File: src/rtl/clock_signal_monitor_pkg.sv
// Shared types and constants for clock_signal_monitor: FSM state encoding, default
// parameter values and a legality check for the timeout/counter-width pair.
package clock_signal_monitor_pkg;

    typedef enum logic [1:0] {
        StIdle,
        StMeasure,
        StLocked,
        StLost
    } state_e;

    localparam int unsigned DefSyncStages = 2;
    localparam int unsigned DefCntW       = 16;
    localparam int unsigned DefTimeout    = 1000;

    // The counter saturates at the timeout, so the timeout must fit in cnt_w bits.
    function automatic logic timeout_legal(int unsigned timeout, int unsigned cnt_w);
        logic fits;
        if (cnt_w >= 32) begin
            fits = 1'b1;
        end else begin
            fits = (timeout <= ((32'd1 << cnt_w) - 32'd1));
        end
        return (timeout >= 2) && (cnt_w >= 1) && fits;
    endfunction

endpackage

File: src/rtl/clock_signal_monitor_sync.sv
// Synchronizer chain for a foreign clock sampled as data, plus level/rise-strobe outputs.
// Define CLOCK_SIGNAL_MONITOR_GLITCH_FILTER_EN to add a 2-sample agreement filter.
module clock_signal_monitor_sync
    import clock_signal_monitor_pkg::*;
#(
    parameter int unsigned SyncStages = DefSyncStages
) (
    input  logic clk_i,
    input  logic rst_i,
    input  logic data_i,
    output logic level_o,
    output logic rise_event_o,
    output logic rise_o
);

    logic [SyncStages-1:0] sync_q, sync_d;
    logic                  level;
    logic                  level_prev_q, level_prev_d;
    logic                  rise_q, rise_d;

    always_comb begin
        sync_d = {sync_q[SyncStages-2:0], data_i};
    end

    always_ff @(posedge clk_i) begin
        if (rst_i) begin
            sync_q <= '0;
        end else begin
            sync_q <= sync_d;
        end
    end

`ifdef CLOCK_SIGNAL_MONITOR_GLITCH_FILTER_EN
    logic filt_q, filt_d;

    // Follow the synchronized input only when the last two stages agree.
    always_comb begin
        filt_d = filt_q;
        if (sync_q[SyncStages-1] == sync_q[SyncStages-2]) begin
            filt_d = sync_q[SyncStages-1];
        end
    end

    always_ff @(posedge clk_i) begin
        if (rst_i) begin
            filt_q <= 1'b0;
        end else begin
            filt_q <= filt_d;
        end
    end

    assign level = filt_q;
`else
    assign level = sync_q[SyncStages-1];
`endif

    always_comb begin
        level_prev_d = level;
        rise_d       = level & ~level_prev_q;
    end

    always_ff @(posedge clk_i) begin
        if (rst_i) begin
            level_prev_q <= 1'b0;
            rise_q       <= 1'b0;
        end else begin
            level_prev_q <= level_prev_d;
            rise_q       <= rise_d;
        end
    end

    assign level_o      = level;
    assign rise_event_o = rise_d;
    assign rise_o       = rise_q;

endmodule

File: src/rtl/clock_signal_monitor.sv
// Observes a foreign clock as data: synchronized level, rise strobe, period measurement
// and loss-of-clock detection. Optional filter: CLOCK_SIGNAL_MONITOR_GLITCH_FILTER_EN.
module clock_signal_monitor
    import clock_signal_monitor_pkg::*;
#(
    parameter int unsigned SYNC_STAGES = DefSyncStages,
    parameter int unsigned CNT_W       = DefCntW,
    parameter int unsigned TIMEOUT     = DefTimeout
) (
    input  logic             clock,
    input  logic             reset,
    input  logic             clock_in,
    output logic             signal_out,
    output logic             rise,
    output logic [CNT_W-1:0] period,
    output logic             period_valid,
    output logic             locked,
    output logic             lost
);

    if (SYNC_STAGES < 2) begin : g_bad_sync
        $error("clock_signal_monitor: SYNC_STAGES must be at least 2");
    end
    if (!timeout_legal(TIMEOUT, CNT_W)) begin : g_bad_timeout
        $error("clock_signal_monitor: TIMEOUT must be in [2, 2**CNT_W-1]");
    end

    localparam logic [CNT_W-1:0] TimeoutCnt = CNT_W'(TIMEOUT);

    logic             rise_event;
    state_e           state_q, state_d;
    logic [CNT_W-1:0] cnt_q, cnt_d;
    logic [CNT_W-1:0] period_q, period_d;
    logic             period_valid_q, period_valid_d;
    logic             locked_q, locked_d;
    logic             lost_q, lost_d;
    logic             timeout_hit;

    clock_signal_monitor_sync #(
        .SyncStages(SYNC_STAGES)
    ) u_sync (
        .clk_i       (clock),
        .rst_i       (reset),
        .data_i      (clock_in),
        .level_o     (signal_out),
        .rise_event_o(rise_event),
        .rise_o      (rise)
    );

    // Saturating counter: a rise restarts it at 1 so that cnt equals the period on the next rise.
    always_comb begin
        cnt_d = cnt_q;
        if (rise_event) begin
            cnt_d = CNT_W'(1);
        end else if (cnt_q != TimeoutCnt) begin
            cnt_d = cnt_q + CNT_W'(1);
        end
    end

    assign timeout_hit = (cnt_q == TimeoutCnt);

    always_comb begin
        state_d        = state_q;
        period_d       = period_q;
        period_valid_d = 1'b0;
        locked_d       = locked_q;
        lost_d         = lost_q;
        unique case (state_q)
            StIdle: begin
                if (rise_event) begin
                    state_d = StMeasure;
                end else if (timeout_hit) begin
                    state_d  = StLost;
                    lost_d   = 1'b1;
                    locked_d = 1'b0;
                end
            end
            StMeasure, StLocked: begin
                if (rise_event) begin
                    state_d        = StLocked;
                    period_d       = cnt_q;
                    period_valid_d = 1'b1;
                    locked_d       = 1'b1;
                end else if (timeout_hit) begin
                    state_d  = StLost;
                    lost_d   = 1'b1;
                    locked_d = 1'b0;
                end
            end
            StLost: begin
                if (rise_event) begin
                    state_d = StMeasure;
                    lost_d  = 1'b0;
                end
            end
            default: begin
                state_d = StIdle;
            end
        endcase
    end

    always_ff @(posedge clock) begin
        if (reset) begin
            state_q        <= StIdle;
            cnt_q          <= '0;
            period_q       <= '0;
            period_valid_q <= 1'b0;
            locked_q       <= 1'b0;
            lost_q         <= 1'b0;
        end else begin
            state_q        <= state_d;
            cnt_q          <= cnt_d;
            period_q       <= period_d;
            period_valid_q <= period_valid_d;
            locked_q       <= locked_d;
            lost_q         <= lost_d;
        end
    end

    assign period       = period_q;
    assign period_valid = period_valid_q;
    assign locked       = locked_q;
    assign lost         = lost_q;

endmodule

File: config.mk
export PLATFORM = sky130hd
export DESIGN_NAME = clock_signal_monitor
export DESIGN_NICKNAME = d
export VERILOG_FILES = /design/src/rtl/clock_signal_monitor_pkg.sv /design/src/rtl/clock_signal_monitor_sync.sv /design/src/rtl/clock_signal_monitor.sv
export SDC_FILE = /design/constraint.sdc
export NUM_CORES = 1
export LEC_CHECK = 0
export CAP_MARGIN = 20
export CORE_MARGIN = 4
export CORE_UTILIZATION = 61
export DETAILED_ROUTE_END_ITERATION = 10
export DONT_BUFFER_PORTS = 1
export PLACE_DENSITY = 0.77
export SETUP_SLACK_MARGIN = 0.2
export SYNTH_ARGS = -nofsm -noshare
export SYNTH_HDL_FRONTEND = slang
export SYNTH_HIERARCHICAL = 1
export SYNTH_SLANG_ARGS = --single-unit
File: constraint.sdc
create_clock -name clock -period 2.1 [get_ports clock]
set_input_delay 0.315 -clock clock [delete_from_list [all_inputs] [get_ports clock]]
set_output_delay 0.315 -clock clock [all_outputs]
set_load 0.1 [all_outputs]
==> summary.txt, run 1 <==
Die
  • Core box area: 0.00252 sq mm
  • Total I/O pin count: 24
  • Initial Util: 0.656
  • Die Y: 60.1 um
  • Area of the die: 0.00361 sq mm
  • Number of placement rows: 18
  • Die outline width: 60.1 um

Logic synthesis
  • Gate Count Post-Synth: 191
  • Ranking of synthesized cells by area: sky130_fd_sc_hd__dfxtp_1 50%, sky130_fd_sc_hd__nand2_1 9.1%, sky130_fd_sc_hd__a21oi_1 6.7%
  • Flops & latches, synth: 41
  • Net count of the mapped netlist: 198
  • Synth warnings: 6
  • Register area share after synthesis: 0.496
  • Cell taking the most area after synthesis: sky130_fd_sc_hd__dfxtp_1
  • Avg Inst Size Synth: 8.66 sq um
  • Netlist cell types: 34
  • Top-area cell type share of the netlist area: 0.496
  • Synth Cell Area: 0.00165 sq mm

GRT
  • Antenna violations before repair: 0
  • GR Util All Layers: 0.223
  • Met1 Use GR: 0.264
  • Grt met3 use: 0.0497
  • Largest net degree at the start of global routing: 27
  • Vias in the first global route: 1343
  • Total global routing overflow: 0
  • Met2 layer usage reported by global route: 0.378
  • Global-route wire length before repair: 5.93 mm
  • Busiest grt layer: met2

Worst setup path
  • CP Launch Type: flip-flop
  • R2R Path Start: state_q[1]
  • Critical path, cell by cell: inv_1 -> ha_1 -> and2_1 -> nand2_1 -> a21oi_1
  • Crit path required time: 2390 ps
  • Crit path capture: period[10]
  • Origin of the worst setup path: state_q[1]
  • Critical Path Fanout Max: 16
  • Data arrival time of the worst path: 1940 ps
  • Category of the worst setup path capture point: flip-flop
  • Critical path's largest stage delay: 490 ps
  • Capturing point of the worst reg2reg path: period[10]
  • Length in cells of the worst reg-to-reg path: 5
  • Setup CP Type: flip-flop to flip-flop
  • Slowest cell on the critical path: sky130_fd_sc_hd__and2_1
  • Reg-to-reg setup timing slack: 450 ps

Timing
  • Setup violation total in the final timing report: 0
  • Final Max Slew Viols: 0
  • Highest clock frequency the design can meet: 0.605 GHz
  • Ratio of final minimum period to clock period: 0.787
  • Slew margin rel.: 0.624
  • Setup repair after global routing missed its margin: no
  • Minimum clock period after layout: 1650 ps
  • Worst Max-Slew Pin Slew: 563 ps
  • Post-layout worst setup margin: 447 ps
  • Final hold vios: 0
  • Post-route setup TNS: 0 ps
  • Clock Skew: 4.02 ps

Flow run
  • Total of max-cap violations: 0

Route
  • Post-detailed-route wirelength per cell: 14.4 um
  • Via density per instance: 5.54
  • Initial DRT Pass Iterations: 4
  • Count of unresolved DRC violations after routing: 0
  • Routed via count: 1368
  • Detailed-route wire length: 3.55 mm
  • Number of routed nets with antenna violations: 0
  • DR iter-0 viols: 28

Placement
  • IO buf count: 0
  • Routability congestion estimate: 0.793
  • Post-placement worst setup slack: 469 ps
  • Placed wire-length estimate: 2.44 mm

Pwr
  • P per Cell Area: 767 mW/mm^2
  • Standby leakage power: 0.797 nW
  • Worst vdd ir: 0.788 mV
  • Pwr Total: 1.51 mW

Layout
  • Share of post-route cells with drive strength above 1: 0.166
  • Area Overhead vs Synth: 18.6%
  • Utilization of the core after routing: 0.778
  • Antenna Cells: 0
  • Final net count: 223

Clock tree
  • Insertion delay to the later sink of the worst-skew pair: 350 ps
  • Sinks on the clock net: 41
  • Number of H-tree branching levels: 2
  • CTS tree: done
  • Number of buffers on the longest clock path: 2
  • Number of clock buffers inserted by TritonCTS: 5
  • CTS clk-pin slew, worst paths: 120 ps
  • CTS root buf: sky130_fd_sc_hd__clkbuf_4

Worst hold path
  • Tightest Hold Check Type: input pin to flip-flop

Status
  • Status: finished, final reports clean
## repair_timing
| item | 4_1_cts | 5_1_grt |
|---|---|---|
| hold buffers | 1 | 2 |
| gates resized for setup | 0 | 0 |
| buffers inserted | 0 | 0 |
| hold endpoints to repair | 1 | 12 |
| setup endpoints to repair | 0 | 0 |
## synth_stat cells
master                      count
sky130_fd_sc_hd__xnor2_1        2
sky130_fd_sc_hd__nand3_1        5
sky130_fd_sc_hd__and2_1         2
sky130_fd_sc_hd__o31a_1         1
sky130_fd_sc_hd__o311a_1        1
sky130_fd_sc_hd__dfxtp_1       41
sky130_fd_sc_hd__nand4_1        4
sky130_fd_sc_hd__nand2_1       40
sky130_fd_sc_hd__inv_1          7
sky130_fd_sc_hd__xor2_1        10
sky130_fd_sc_hd__nor2_1        18
sky130_fd_sc_hd__and2_0         1
sky130_fd_sc_hd__nor3b_2        1
sky130_fd_sc_hd__mux2i_1        1
sky130_fd_sc_hd__a21oi_1       22
sky130_fd_sc_hd__clkbuf_1       5
sky130_fd_sc_hd__nor4b_2        1
sky130_fd_sc_hd__nor2b_1        4
sky130_fd_sc_hd__nor3b_1        1
sky130_fd_sc_hd__o2bb2ai_1      1
sky130_fd_sc_hd__ha_1           4
sky130_fd_sc_hd__o21ai_0        1
sky130_fd_sc_hd__nand4_2        1
sky130_fd_sc_hd__and3_1         3
sky130_fd_sc_hd__nor3_1         1
sky130_fd_sc_hd__buf_2          2
sky130_fd_sc_hd__nor4_1         1
sky130_fd_sc_hd__mux2_2         1
sky130_fd_sc_hd__or2b_1         1
sky130_fd_sc_hd__nand3b_1       1
sky130_fd_sc_hd__buf_4          1
sky130_fd_sc_hd__and4_1         3
sky130_fd_sc_hd__or3_1          2
sky130_fd_sc_hd__nor4b_1        1
## placed cells by master, fill, tap and decap left out, types with 2 or more instances in the layout
master	instances
sky130_fd_sc_hd__nand2_1	40
sky130_fd_sc_hd__dfxtp_1	40
sky130_fd_sc_hd__buf_4	23
sky130_fd_sc_hd__a21oi_1	22
sky130_fd_sc_hd__nor2_1	18
sky130_fd_sc_hd__xor2_1	10
sky130_fd_sc_hd__inv_1	7
sky130_fd_sc_hd__nand3_1	5
sky130_fd_sc_hd__clkbuf_4	5
sky130_fd_sc_hd__nand4_1	4
sky130_fd_sc_hd__ha_1	4
sky130_fd_sc_hd__nor2b_1	4
sky130_fd_sc_hd__and4_1	3
sky130_fd_sc_hd__and3_1	3
sky130_fd_sc_hd__dlygate4sd3_1	3
sky130_fd_sc_hd__or3_1	2
sky130_fd_sc_hd__and2_1	2
sky130_fd_sc_hd__xnor2_1	2
sky130_fd_sc_hd__bufinv_16	2
## flip-flops by register name (all words and copies together) (netlist names)
register,count
u_sync/sync_q,2
u_sync/level_prev_q,1
u_sync/rise_o,1
cnt_q,16
lost,1
state_q,2
period_valid,1
period,16
locked,1
## logic make-up after synthesis
| logic type | Yosys count | synth area share |
|---|---|---|
| AND/OR/NAND/NOR | 91 | 0.273 |
| multiplexers | 2 | 0.0129 |
| adder cells (fa/ha/maj) | 4 | 0.0303 |
| flip-flops | 41 | 0.496 |
| XOR/XNOR | 12 | 0.0635 |
| AO/OA/AOI/OAI | 26 | 0.0862 |
| buffers and inverters | 15 | 0.0378 |
## power by group
group          switching (mW)  internal (mW)  leakage (nW)
logic                  0.0547         0.0286         0.410
registers             0.00986          0.788         0.332
clock network           0.256          0.368        0.0552
total                   0.321           1.18         0.797
## worst min path at each step
stage           from                to  slack, ps  depth (start not counted)
4_1_cts        reset         period[4]          2                          1
6_report       reset         period[5]         20                          1
5_1_grt        reset      period_valid          1                          1
2_1_floorplan  reset  u_sync/sync_q[1]        380                          1
3_5_place_dp   reset  u_sync/sync_q[1]        380                          1
3_3_place_gp   reset  u_sync/sync_q[1]        390                          1
## routing by layer
metal  part of all wire  vias to the layer above
met5                  0                        -
met2               0.49                       32
met1               0.43                      640
li1                   -                      686
met4              0.026                        0
met3              0.050                       10
## metrics by stage
stage | hold WS (ps) | std cells | instance area, sq um
2_1_floorplan | 379 | 191 | 1660
3_3_place_gp | 386 | 236 | 1830
3_5_place_dp | 385 | 236 | 1830
4_1_cts | 2.15 | 245 | 1940
5_1_grt | 1.44 | 247 | 1960
6_report | 16.1 | 247 | 1960
## worst max-delay path, delay by kind of cell, from the launching register on
kind / cells / cell delay, ps
compound gates: 1 / 150
fa+ha+maj: 1 / 350
buf+inv: 1 / 50
flops: 1 / 380
simple gates: 2 / 650
## final cells by class
| class | count | area, sq um |
|---|---|---|
| clock buffers | 5 | 37.5 |
| clock inverters | 3 | 65.1 |
| fillers | 176 | 561 |
| inverters | 7 | 26.3 |
| multi-input cells | 135 | 771 |
| flip-flops and latches | 41 | 822 |
| well taps | 30 | 37.5 |
| repair buffers | 26 | 203 |
Power figures use the tool's default switching activity.
==> inputs of run 2 (changes only) <==
- ABC_AREA: default -> 1
- CORE_UTILIZATION: 61 -> 55
- PLACE_DENSITY: 0.77 -> 0.73
- clock period: 2.1 -> 1.5 ns (I/O delays scaled with it)
==> summary.txt, run 2 <==
Die
  • Core box area: 0.00305 sq mm (+21%)
  • Number of placement rows: 20 (+2)
  • Area of the die: 0.00413 sq mm (+15%)
  • Total I/O pin count: 24 (unchanged)
  • Initial Util: 0.571 (-0.0849)
  • Die Y: 64.3 um (+7.0%)
  • Die outline width: 64.3 um (+7.0%)

Worst hold path
  • Hold path depth: 3 (+2)
  • Hold-critical path endpoint: cnt_q[4]
  • Tightest Hold Check Type: input pin to flip-flop
  • Origin of the worst min-delay path: reset

Clock tree
  • Sinks on the clock net: 41 (unchanged)
  • Number of clock buffers inserted by TritonCTS: 5 (unchanged)
  • CTS root buf: sky130_fd_sc_hd__clkbuf_4
  • Number of H-tree branching levels: 2 (unchanged)
  • Insertion delay to the later sink of the worst-skew pair: 390 ps (+40 ps)
  • CTS tree: done
  • Number of buffers on the longest clock path: 2 (unchanged)
  • CTS clk-pin slew, worst paths: 150 ps (+30 ps)

Layout
  • Area Overhead vs Synth: 38.2%
  • Commonest cells after routing, fill and taps aside: 32 x sky130_fd_sc_hd__buf_4, 27 x sky130_fd_sc_hd__nand2_1, 26 x sky130_fd_sc_hd__a21oi_1, 24 x sky130_fd_sc_hd__inv_1, 21 x sky130_fd_sc_hd__nor2_1
  • Share of post-route cells with drive strength above 1: 0.401 (+0.235)
  • Utilization of the core after routing: 0.789 (+0.0112)
  • Most common cell after layout, fill and taps aside: sky130_fd_sc_hd__buf_4
  • Final net count: 283 (+27%)
  • Antenna Cells: 0 (unchanged)

Pwr
  • Pwr Total: 2.07 mW (+37%)
  • Switching pwr: 0.620 mW (+93%)
  • Cell Int Power: 1.45 mW (+22%)
  • Sequential share of power: 0.550 (+0.020)
  • Sw Ratio: 0.300 (+0.0865)
  • Standby leakage power: 1.02 nW (+27%)
  • Part of the power in combinational logic: 0.151 (+0.096)
  • Worst vdd ir: 0.577 mV (-27%)
  • Clock share of power: 0.300 (-0.115)
  • P per Cell Area: 858 mW/mm^2 (+12%)

GRT
  • Antenna violations before repair: 0 (unchanged)
  • Global-route wire length before repair: 7.34 mm (+24%)
  • GR Util All Layers: 0.232 (+0.00889)
  • Total global routing overflow: 0 (unchanged)
  • Vias in the first global route: 1677 (+25%)
  • Largest net degree at the start of global routing: 20 (-26%)

Timing
  • Slew margin rel.: 0.624 (+0.000778)
  • Final Max Slew Viols: 0 (unchanged)
  • Post-route setup TNS: 0 ps (unchanged)
  • Setup repair after global routing missed its margin: yes
  • Highest clock frequency the design can meet: 0.730 GHz (+21%)
  • Minimum clock period after layout: 1370 ps (-283 ps)
  • Clock Skew: 29.8 ps (+25.7 ps)
  • Setup violation total in the final timing report: 0 (unchanged)
  • Worst Max-Slew Pin Slew: 563 ps (-0.422 ps)
  • Ratio of final minimum period to clock period: 0.913 (+0.126)
  • Final hold vios: 0 (unchanged)

Logic synthesis
  • Cell taking the most area after synthesis: sky130_fd_sc_hd__dfxtp_1
  • Avg Inst Size Synth: 7.48 sq um (-14%)
  • Synth warnings: 6 (unchanged)
  • Register area share after synthesis: 0.471 (-0.0253)
  • Flops & latches, synth: 41 (unchanged)
  • Async set-reset flop share out of synthesis: 0 (unchanged)
  • Gate Count Post-Synth: 233 (+22%)
  • Net count of the mapped netlist: 240 (+21%)
  • Synth Cell Area: 0.00174 sq mm (+5.4%)
  • Top-area cell type share of the netlist area: 0.471 (-0.0253)
  • Ranking of synthesized cells by area: sky130_fd_sc_hd__dfxtp_1 47%, sky130_fd_sc_hd__a21oi_1 8.6%, sky130_fd_sc_hd__o21ai_0 7.5%
  • Top_reg_cell synth: sky130_fd_sc_hd__dfxtp_1
  • Count of flip-flops with a built-in enable after synthesis: 0 (unchanged)
  • Netlist cell types: 21 (-38%)
  • Commonest cells in the synthesized netlist: 41 x sky130_fd_sc_hd__dfxtp_1, 33 x sky130_fd_sc_hd__inv_1, 30 x sky130_fd_sc_hd__a21oi_1, 30 x sky130_fd_sc_hd__nand2_1, 28 x sky130_fd_sc_hd__nor2_1
  • Most numerous cell in the Yosys netlist: sky130_fd_sc_hd__dfxtp_1

Worst setup path
  • Critical path, cell by cell: buf_6 -> nand3_4 -> nor2_4 -> nand2_2 -> nor2_2 -> nand2_1 -> a21oi_2
  • Reg-to-reg setup timing slack: 130 ps (-320 ps)
  • Critical Path Fanout Max: 4 (-12)
  • Crit path required time: 1840 ps (-550 ps)
  • Slowest cell on the critical path: sky130_fd_sc_hd__dfxtp_4
  • Critical path's largest stage delay: 410 ps (-80 ps)
  • Category of the worst setup path capture point: flip-flop
  • R2R Path Start: cnt_q[0]
  • Worst path top cell family by delay: simple AND/OR/NAND/NOR gates
  • CP Launch Type: flip-flop
  • Data arrival time of the worst path: 1710 ps (-230 ps)
  • Setup CP Type: flip-flop to flip-flop
  • Buffers and inverters on the worst path: 1 (unchanged)
  • Capturing point of the worst reg2reg path: cnt_q[15]
  • Length in cells of the worst reg-to-reg path: 7 (+2)

Route
  • DR iter-0 viols: 127 (+350%)
  • Via density per instance: 5.45 (-1.5%)
  • Count of unresolved DRC violations after routing: 0 (unchanged)
  • Number of routed nets with antenna violations: 0 (unchanged)
  • Detailed-route wire length: 5.05 mm (+43%)
  • Initial DRT Pass Iterations: 4 (unchanged)
  • Routed via count: 1751 (+28%)
  • Post-detailed-route wirelength per cell: 15.7 um (+9.7%)

Status
  • Status: finished, final reports clean

Flow run
  • Total of max-cap violations: 0 (unchanged)

Placement
  • IO buf count: 0 (unchanged)
  • Routability congestion estimate: 0.839 (+5.8%)
  • Placed wire-length estimate: 2.62 mm (+7.2%)
## run 2: metal layers
metal  global-route usage  vias to the layer above  routed length (um)
met5                    0                        -                   0
met4                0.132                        0                 178
met3               0.0773                       18                 366
met2                0.383                       74                2540
met1                0.259                      819                1970
li1                     -                      840                   -
## run 2: worst reg2reg max path, stage by stage, from the launching register on
cell and delay (ps):
sky130_fd_sc_hd__dfxtp_4 410, sky130_fd_sc_hd__buf_6 120, sky130_fd_sc_hd__nand3_4 80, sky130_fd_sc_hd__nor2_4 200
sky130_fd_sc_hd__nand2_2 130, sky130_fd_sc_hd__nor2_2 130, sky130_fd_sc_hd__nand2_1 100, sky130_fd_sc_hd__a21oi_2 150
## run 2: final cells by class
type	instances	area (sq um)
multi-input cells	153	911
well taps	44	55.1
repair buffers	41	389
clock inverters	2	13.8
inverters	34	133
fillers	219	644
flip-flops and latches	41	856
clock buffers	6	51.3
## run 2: logic make-up (layout without fill, tap and decap cells)
kind of cell | after synthesis | count (layout) | synth area share
compound gates | 59 | 59 | 0.175
buf+inv | 39 | 83 | 0.0869
xor+xnor | 3 | 3 | 0.0151
simple gates | 87 | 87 | 0.223
flops | 41 | 41 | 0.471
fa+ha+maj | 4 | 4 | 0.0287
## run 2: how the worst max path moves through the flow
stage	start	to	slack, ps	cells after the start
floorplan	period[11]	period[11]	180	2
global placement	cnt_q[0]	cnt_q[10]	80	8
detailed placement	cnt_q[0]	cnt_q[10]	70	8
CTS	cnt_q[0]	cnt_q[10]	190	8
global route	cnt_q[0]	cnt_q[15]	70	7
finish	cnt_q[0]	cnt_q[15]	130	7
## run 2: metrics by stage
step           instance area (sq um)  setup slack (ps)  hold WS [ps]  instances
2_1_floorplan                   1780               184           287        233
3_3_place_gp                    1990              82.3           290        296
3_5_place_dp                    1990              67.5           290        296
4_1_cts                         2240               191          51.3        315
5_1_grt                         2410              73.2          25.9        321
6_report                        2410               130          51.2        321
## run 2: what timing repair did
item	in CTS	in global routing
cloned	2	0
hold buffers	2	0
gates resized for setup	16	47
endpoints found under the hold margin	7	0
pin swaps	2	10
setup buffers	7	6
endpoints found under the setup margin	25	30
## run 2: power groups by stage
stage | clock (mW) | sequential (mW) | combinational (mW)
final | 0.619 | 1.14 | 0.311
after floorplan | 0 | 1.24 | 0.0846
after detailed placement | 0 | 1.16 | 0.213
after CTS | 0.611 | 1.13 | 0.262
after global routing | 0.674 | 1.14 | 0.330
after global placement | 0 | 1.15 | 0.210
